[src/rtl/gcd_pkg.sv]
// gcd_pkg: shared state encoding and default sizing for the gcd host driver
package gcd_pkg;
  typedef enum logic [2:0] {IDLE, LOAD, SEND_A, SEND_B, WAIT, RESP} gcd_drv_state_t;
  localparam int GCD_WIDTH = 8;
  localparam int GCD_TIMEOUT = 255;
endpackage

[src/rtl/gcd_host_driver_rise_detect.sv]
// rise_detect: registers d and flags a fresh rising edge as d & ~d_q
module rise_detect (
  input  logic clk,
  input  logic rst_n,
  input  logic d,
  output logic rise
);
  logic d_q;
  always_ff @(posedge clk or negedge rst_n)
    if (!rst_n) d_q <= 1'b0;
    else d_q <= d;
  assign rise = d & ~d_q;
endmodule

[src/rtl/gcd_host_driver.sv]
// gcd_host_driver: sequences load/A/B onto gcd_thread, waits for a fresh done rise or timeout, returns the result
module gcd_host_driver
  import gcd_pkg::*;
#(
  parameter int WIDTH = GCD_WIDTH,
  parameter int TIMEOUT = GCD_TIMEOUT
) (
  input  logic             clk,
  input  logic             rst_n,
  input  logic             req_valid,
  output logic             req_ready,
  input  logic [WIDTH-1:0] req_a,
  input  logic [WIDTH-1:0] req_b,
  output logic             rsp_valid,
  input  logic             rsp_ready,
  output logic [WIDTH-1:0] rsp_gcd,
  output logic             rsp_timeout,
  output logic             gcd_load,
  output logic [WIDTH-1:0] gcd_val_in,
  input  logic             gcd_done,
  input  logic [WIDTH-1:0] gcd_val_out
);
  localparam int CW = $clog2(TIMEOUT + 1);
  gcd_drv_state_t state_q, state_d;
  logic [WIDTH-1:0] a_q, a_d, b_q, b_d, rsp_gcd_q, rsp_gcd_d, val_in_q, val_in_d;
  logic [CW-1:0] cnt_q, cnt_d;
  logic rsp_timeout_q, rsp_timeout_d, load_q, load_d, ready_q, ready_d, valid_q, valid_d;
  logic done_rise;
  rise_detect u_done_rise (
    .clk  (clk),
    .rst_n(rst_n),
    .d    (gcd_done),
    .rise (done_rise)
  );
  always_comb begin
    state_d = state_q;
    a_d = a_q;
    b_d = b_q;
    rsp_gcd_d = rsp_gcd_q;
    rsp_timeout_d = rsp_timeout_q;
    cnt_d = state_q == WAIT ? cnt_q + 1'b1 : '0;
    case (state_q)
      IDLE: if (req_valid && ready_q) begin
        state_d = LOAD;
        a_d = req_a;
        b_d = req_b;
      end
      LOAD: state_d = SEND_A;
      SEND_A: state_d = SEND_B;
      SEND_B: state_d = WAIT;
      WAIT: if (done_rise) begin
        state_d = RESP;
        rsp_gcd_d = gcd_val_out;
        rsp_timeout_d = 1'b0;
      end else if (cnt_q == CW'(TIMEOUT - 1)) begin
        state_d = RESP;
        rsp_gcd_d = '0;
        rsp_timeout_d = 1'b1;
      end
      RESP: if (rsp_ready) state_d = IDLE;
      default: state_d = IDLE;
    endcase
    load_d = state_d == LOAD;
    val_in_d = state_d == SEND_A ? a_q : state_d == SEND_B ? b_q : '0;
    ready_d = state_d == IDLE;
    valid_d = state_d == RESP;
  end
  always_ff @(posedge clk or negedge rst_n)
    if (!rst_n) begin
      state_q <= IDLE;
      a_q <= '0;
      b_q <= '0;
      rsp_gcd_q <= '0;
      rsp_timeout_q <= 1'b0;
      cnt_q <= '0;
      load_q <= 1'b0;
      val_in_q <= '0;
      ready_q <= 1'b1;
      valid_q <= 1'b0;
    end else begin
      state_q <= state_d;
      a_q <= a_d;
      b_q <= b_d;
      rsp_gcd_q <= rsp_gcd_d;
      rsp_timeout_q <= rsp_timeout_d;
      cnt_q <= cnt_d;
      load_q <= load_d;
      val_in_q <= val_in_d;
      ready_q <= ready_d;
      valid_q <= valid_d;
    end
  assign req_ready = ready_q;
  assign rsp_valid = valid_q;
  assign rsp_gcd = rsp_gcd_q;
  assign rsp_timeout = rsp_timeout_q;
  assign gcd_load = load_q;
  assign gcd_val_in = val_in_q;
endmodule

[config.mk]
export PLATFORM = sky130hd
export DESIGN_NAME = gcd_host_driver
export DESIGN_NICKNAME = d
export VERILOG_FILES = /design/src/rtl/gcd_pkg.sv /design/src/rtl/gcd_host_driver_rise_detect.sv /design/src/rtl/gcd_host_driver.sv
export SDC_FILE = /design/constraint.sdc
export NUM_CORES = 1
export LEC_CHECK = 0
export ABC_CLOCK_PERIOD_IN_PS = 1610
export BUFFER_PORTS_ARGS = -buffer_cell sky130_fd_sc_hd__buf_2
export CAP_MARGIN = 15
export CORE_MARGIN = 4
export CORE_UTILIZATION = 35
export DETAILED_ROUTE_END_ITERATION = 12
export PLACE_DENSITY = 0.69
export SYNTH_ARGS = -nofsm -noshare
export SYNTH_HDL_FRONTEND = slang
export SYNTH_SLANG_ARGS = --single-unit
[constraint.sdc]
create_clock -name clk -period 1.61 [get_ports clk]
set_input_delay 0.2415 -clock clk [delete_from_list [all_inputs] [get_ports clk]]
set_output_delay 0.2415 -clock clk [all_outputs]
set_load 0.05 [all_outputs]
* Word level (Yosys, flattened, before mapping)
Index checks and enable logic that the tools add are counted.
** Storage, ports and cells
- Word-level logic and storage cells :: 42
- Output and inout port bits :: 20
- Bits in registers :: 48
- Input port bits :: 29
** Operators by class
- Reductions and logical operators :: 6
- Mux-type cells :: 12
- Add/sub/neg operators :: 1
- Bitwise logic cells :: 2
- Equality and inequality tests :: 10
** Operator list (number)
- 8-bit two-way mux :: 5
- 3-bit one-hot mux with 6 select lines :: 1
- 3-bit by 2-bit == test with 1-bit output, second input constant :: 4
- 3-bit two-way mux :: 4
- 3-bit == test, second input constant :: 3
- 8-bit by 1-bit adder with 8-bit output, second input constant :: 1
- 8-bit == test, second input constant :: 1
- 3-bit by 1-bit == test with 1-bit output, second input constant :: 2
- 3-bit zero test :: 2
- 2-bit AND reduction :: 2
- 1-bit two-way mux :: 2
- 2-bit nonzero test :: 1
- 1-bit AND :: 1
- 1-bit logical AND :: 1
- 1-bit NOT :: 1

* Logic depth before layout (Yosys ltp)
- Depth after elaboration :: 7
- Mapped depth :: 6
- Gate-level depth less buffers :: 5

* Modules after synthesis
Synthesis repeated with hierarchy kept, for this count alone.
** Unflattened totals
- Cell total of the unflattened synthesis :: 159
- Area total of the unflattened synthesis :: 2000.7 sq um
** By module, submodules not included
- gcd_host_driver :: seq. area each 1177.4 sq um, area an instance 1961.9 sq um, times used 1, cells an instance 157
- rise_detect :: seq. area each 25.0 sq um, area an instance 38.8 sq um, times used 1, cells an instance 2

* Worst setup path after synthesis
Ideal clock, no wire load.
- Path kind :: reg-to-reg
- From :: register ready_q, in the netlist req_ready
- To :: register a_q[0]
- Path slack :: -86 ps
- Stages on the path, launching flop included :: 6
- Library setup time :: 125 ps
- Arrival :: 1571 ps
- Data required time :: 1485 ps
- Path buffers :: 2
- Clock period less this slack :: 1696 ps
- Path through :: dfstp_2 -> nand2_1 -> nor2b_1 -> buf_2 -> buf_4 -> mux2_2
** Between the ends
- Word-level cells in the longest chain between the ends :: 2
** Ends and longest elaborated chain
- from (decl) :: line gcd_host_driver.sv:27 : logic rsp_timeout_q, rsp_timeout_d, load_q, load_d, ready_q, ready_d, valid_q, valid_d;
- from (signal assigned) :: line gcd_host_driver.sv:89 : ready_q <= ready_d;
- 1-bit logical AND :: line gcd_host_driver.sv:43 : IDLE: if (req_valid && ready_q) begin
- 2-bit AND reduction (no line)
- to (signal assigned) :: line gcd_host_driver.sv:71 : a_q <= '0;
- to (signal assigned) :: line gcd_host_driver.sv:82 : a_q <= a_d;
- to (decl) :: line gcd_host_driver.sv:25 : logic [WIDTH-1:0] a_q, a_d, b_q, b_d, rsp_gcd_q, rsp_gcd_d, val_in_q, val_in_d;
No other way between the ends.
A chain may end at the register's enable or synchronous reset.

* Final worst setup path
- From :: register state_q[2]
- To :: register b_q[6]
** Between the ends
- Word-level cells in the longest chain between the ends :: 2
** Ends and longest elaborated chain
- from (decl) :: line gcd_host_driver.sv:24 : gcd_drv_state_t state_q, state_d;
- from (signal assigned) :: line gcd_host_driver.sv:81 : state_q <= state_d;
- 3-bit zero test :: line gcd_host_driver.sv:42 : case (state_q)
- 2-bit AND reduction (no line)
- to (signal assigned) :: line gcd_host_driver.sv:72 : b_q <= '0;
- to (signal assigned) :: line gcd_host_driver.sv:83 : b_q <= b_d;
- to (decl) :: line gcd_host_driver.sv:25
No other way between the ends.

==> impl_metrics.toml <==
[logic_synthesis]
syn_area_per_cell_um2 = 12.43
synth_fa_ha_area_share_pct = 1.274
ys.flop_type = "dfrtp_1"
async_flop_share_pct = 100.0
ys_ff_latch = 48
yosys.area_share.xor_xnor_pct = 1.338
synth_compound_area_share_pct = 12.61
synth_edf_count = 0
netlist.area_leader.share_pct = 59.87
synth-warning-count = 0
synth_top_family_by_area = "compound AO/OA/AOI/OAI gates"
yosysMostFrequentCell = "dfrtp_1"
yosys-top-cells-count = "dfrtp_1, mux2_2, nor2_1"
synth_simple_gate_area_share_pct = 10.89
muxShareOfSynthArea_pct = 9.172
synth.cell_area_um2 = 1964
synth_area_leader_cell = "dfrtp_1"
synthCells = 158
yosysSeqAreaShare_pct = 61.21
synthTopCellsByArea = "dfrtp_1, mux2_2, o2bb2ai_1"
synth_nets = 189
synth.distinct_cells = 34

[finish]
fin_nets = 244
seq_area_um2 = 1202
antenna_cells = 0
multi_input_area_um2 = 710.7
fill_cells = 530
post-route-util_pct = 45.11
drive_above_1_share_pct = 40.65
area_delta_synth_final_pct = 25.67

[floorplan]
die_w_um = 82.92
io_pins = 49
initial_core_util_pct = 35.89
core_um2 = 5473
fp.dieH_um = 82.92
dieArea_um2 = 6875
num_rows = 27

[route]
drt-vias-per-instance = 4.790
routedWlPerCell_um = 13.02
drt_iter0_drc = 107
wl_mm = 3.724
firstDrtPassIters = 4
ant_nets = 0
drc = 0
vias = 1370

[critical_path]
crit_arrival_ns = 1.69
critical_path_class = "register to register"
rrSetupSlack_ns = 0.1
timing.rr.end = "b_q[6]"
setup.worst_path.start_class = "register"
cp_max_fo = 17
worst_setup_path_end_kind = "register"
r2r_start = "state_q[2]"
worst_ep_required_time_ns = 1.79
rr_worst_depth = 4

[pwr]
finalPower_mw = 4.742
power_density_nw_per_um2 = 1921
p_leak_nw = 1.153
ir_drop_uv = 625.5

[timing]
hold_violations = 0
setup_tns_ns = 0
finalSetupViolations = 0
finalClockSkew_ns = 0.004550
setup_slack_ns = 0.09552
worst_slew_margin_rel_pct = 71.12
fmax_mhz = 660.3
post-route-min-period_ns = 1.514
tightest_slew_ns = 0.4312
fin_crit_sh_pct = 94.07
finalMaxSlewViolations = 0

[global_routing]
antenna_found_initial = 0
grt_pass1_vias = 1414
grt_overflow = 0
grt_max_degree = 49
grt_pass1_wl_mm = 6.561
grtUsageTotal_pct = 11.70

[clock_tree]
cts_max_level = 2
cts_max_path_buffers = 2
clockRootBuffer = "clkbuf_8"
cts_made_buffers = 5
clkLatencyLatePin_ns = 0.29
clk_pin_slew_ns = 0.08
cts_tree = "yes"
cts.sinks = 48

[min_path]
hold_end = "u_done_rise.d_q"
hold_path_class = "primary input to register"
hp-start = "gcd_done"
min_delay_path_depth = 1

[place]
place.gp.congestion = 0.7101
io_buffers = 48
place_ws_ns = 0.008831
hpwl_mm = 2.618

[job]
maxCapViolCount = 0

[outcome]
status = "finished clean"
==> per-stage QoR <==
| stage | hold WS, ns | cells | area (µm²) |
|---|---|---|---|
| 2_1_floorplan | -0.05409 | 158 | 1971 |
| 3_3_place_gp | 0.2433 | 277 | 2326 |
| 3_5_place_dp | 0.2453 | 277 | 2326 |
| 4_1_cts | 0.06480 | 286 | 2449 |
| 5_1_grt | 0.06492 | 286 | 2469 |
| 6_report | 0.07976 | 286 | 2469 |
==> area by class of cell <==
class                   instances  share of cell area (%)
clock buffers                   6                   2.940
clock inverters                 2                   1.419
inverters                       4                  0.6082
multi-input cells              97                   28.79
flip-flops and latches         48                   48.71
well taps                      72                   3.649
repair buffers                 57                   13.89
==> registers in the layout (all words and copies together) (netlist names) <==
register / flops
req_ready: 1
rsp_gcd: 8
u_done_rise.d_q: 1
gcd_val_in: 8
rsp_timeout: 1
state_q: 3
b_q: 8
gcd_load: 1
a_q: 8
cnt_q: 8
rsp_valid: 1
==> worst max-delay path by stage <==
stage,from,endpoint,slack [ns],depth (start not counted)
floorplan,req_ready,a_q[0],-0.02,5
global placement,state_q[1],rsp_gcd[6],0.05,4
detailed placement,state_q[1],rsp_gcd[3],0.009,4
CTS,state_q[2],b_q[6],0.03,4
global route,state_q[2],a_q[3],-0.006,4
finish,state_q[2],b_q[6],0.1,4
==> report_power, final <==
part / total, mW / switching [mW] / leakage (nW) / internal, mW
clock network: 0.831 / 0.370 / 0.0552 / 0.461
registers: 1.90 / 0.232 / 0.611 / 1.67
logic: 2.01 / 1.32 / 0.486 / 0.689
==> layer usage <==
layer	GRT usage, %	wire length (µm)
met1	13.71	1543
met2	20.12	1964
met3	3.472	171
met4	4.458	45
met5	0	0
==> cells in the final DEF, fill, tap and decap left out, drive strengths merged, types with 2 or more instances in the layout <==
cell type	Yosys	final
clkbuf	4	6
xor2	2	2
dfrtp	47	47
or3b	2	2
o2bb2ai	8	8
buf	5	56
inv	4	4
o21ai	12	12
a22oi	8	8
nor2	14	14
ha	2	2
a21oi	5	5
nand3	3	3
nand2	6	6
mux2	16	16
nand2b	3	3
nor2b	3	3
or3	3	3
==> timing repair <==
item | CTS | global route
pin swaps | 0 | 1
hold endpoints to repair | 47 | 0
setup buffers | 0 | 0
resized for setup | 1 | 6
hold buffers | 1 | 0
endpoints found under the setup margin | 5 | 25
==> logic make-up (layout without fill, tap and decap cells) <==
| group | after synthesis | count (layout) |
|---|---|---|
| adders and majority gates | 2 | 2 |
| buffers and inverters | 13 | 69 |
| AOI/OAI and AO/OA | 37 | 37 |
| muxes | 16 | 16 |
| xor gates and xnor gates | 3 | 3 |
| DFF | 48 | 48 |
| and+or+nand+nor | 39 | 39 |
==> worst max-delay path, cell delays in order, from the launching register on <==
cell     delay [ns]
dfrtp_1        0.43
nor3_2         0.23
nor2b_2        0.22
buf_12         0.17
mux2_2         0.34
Power figures use the tool's default switching activity.
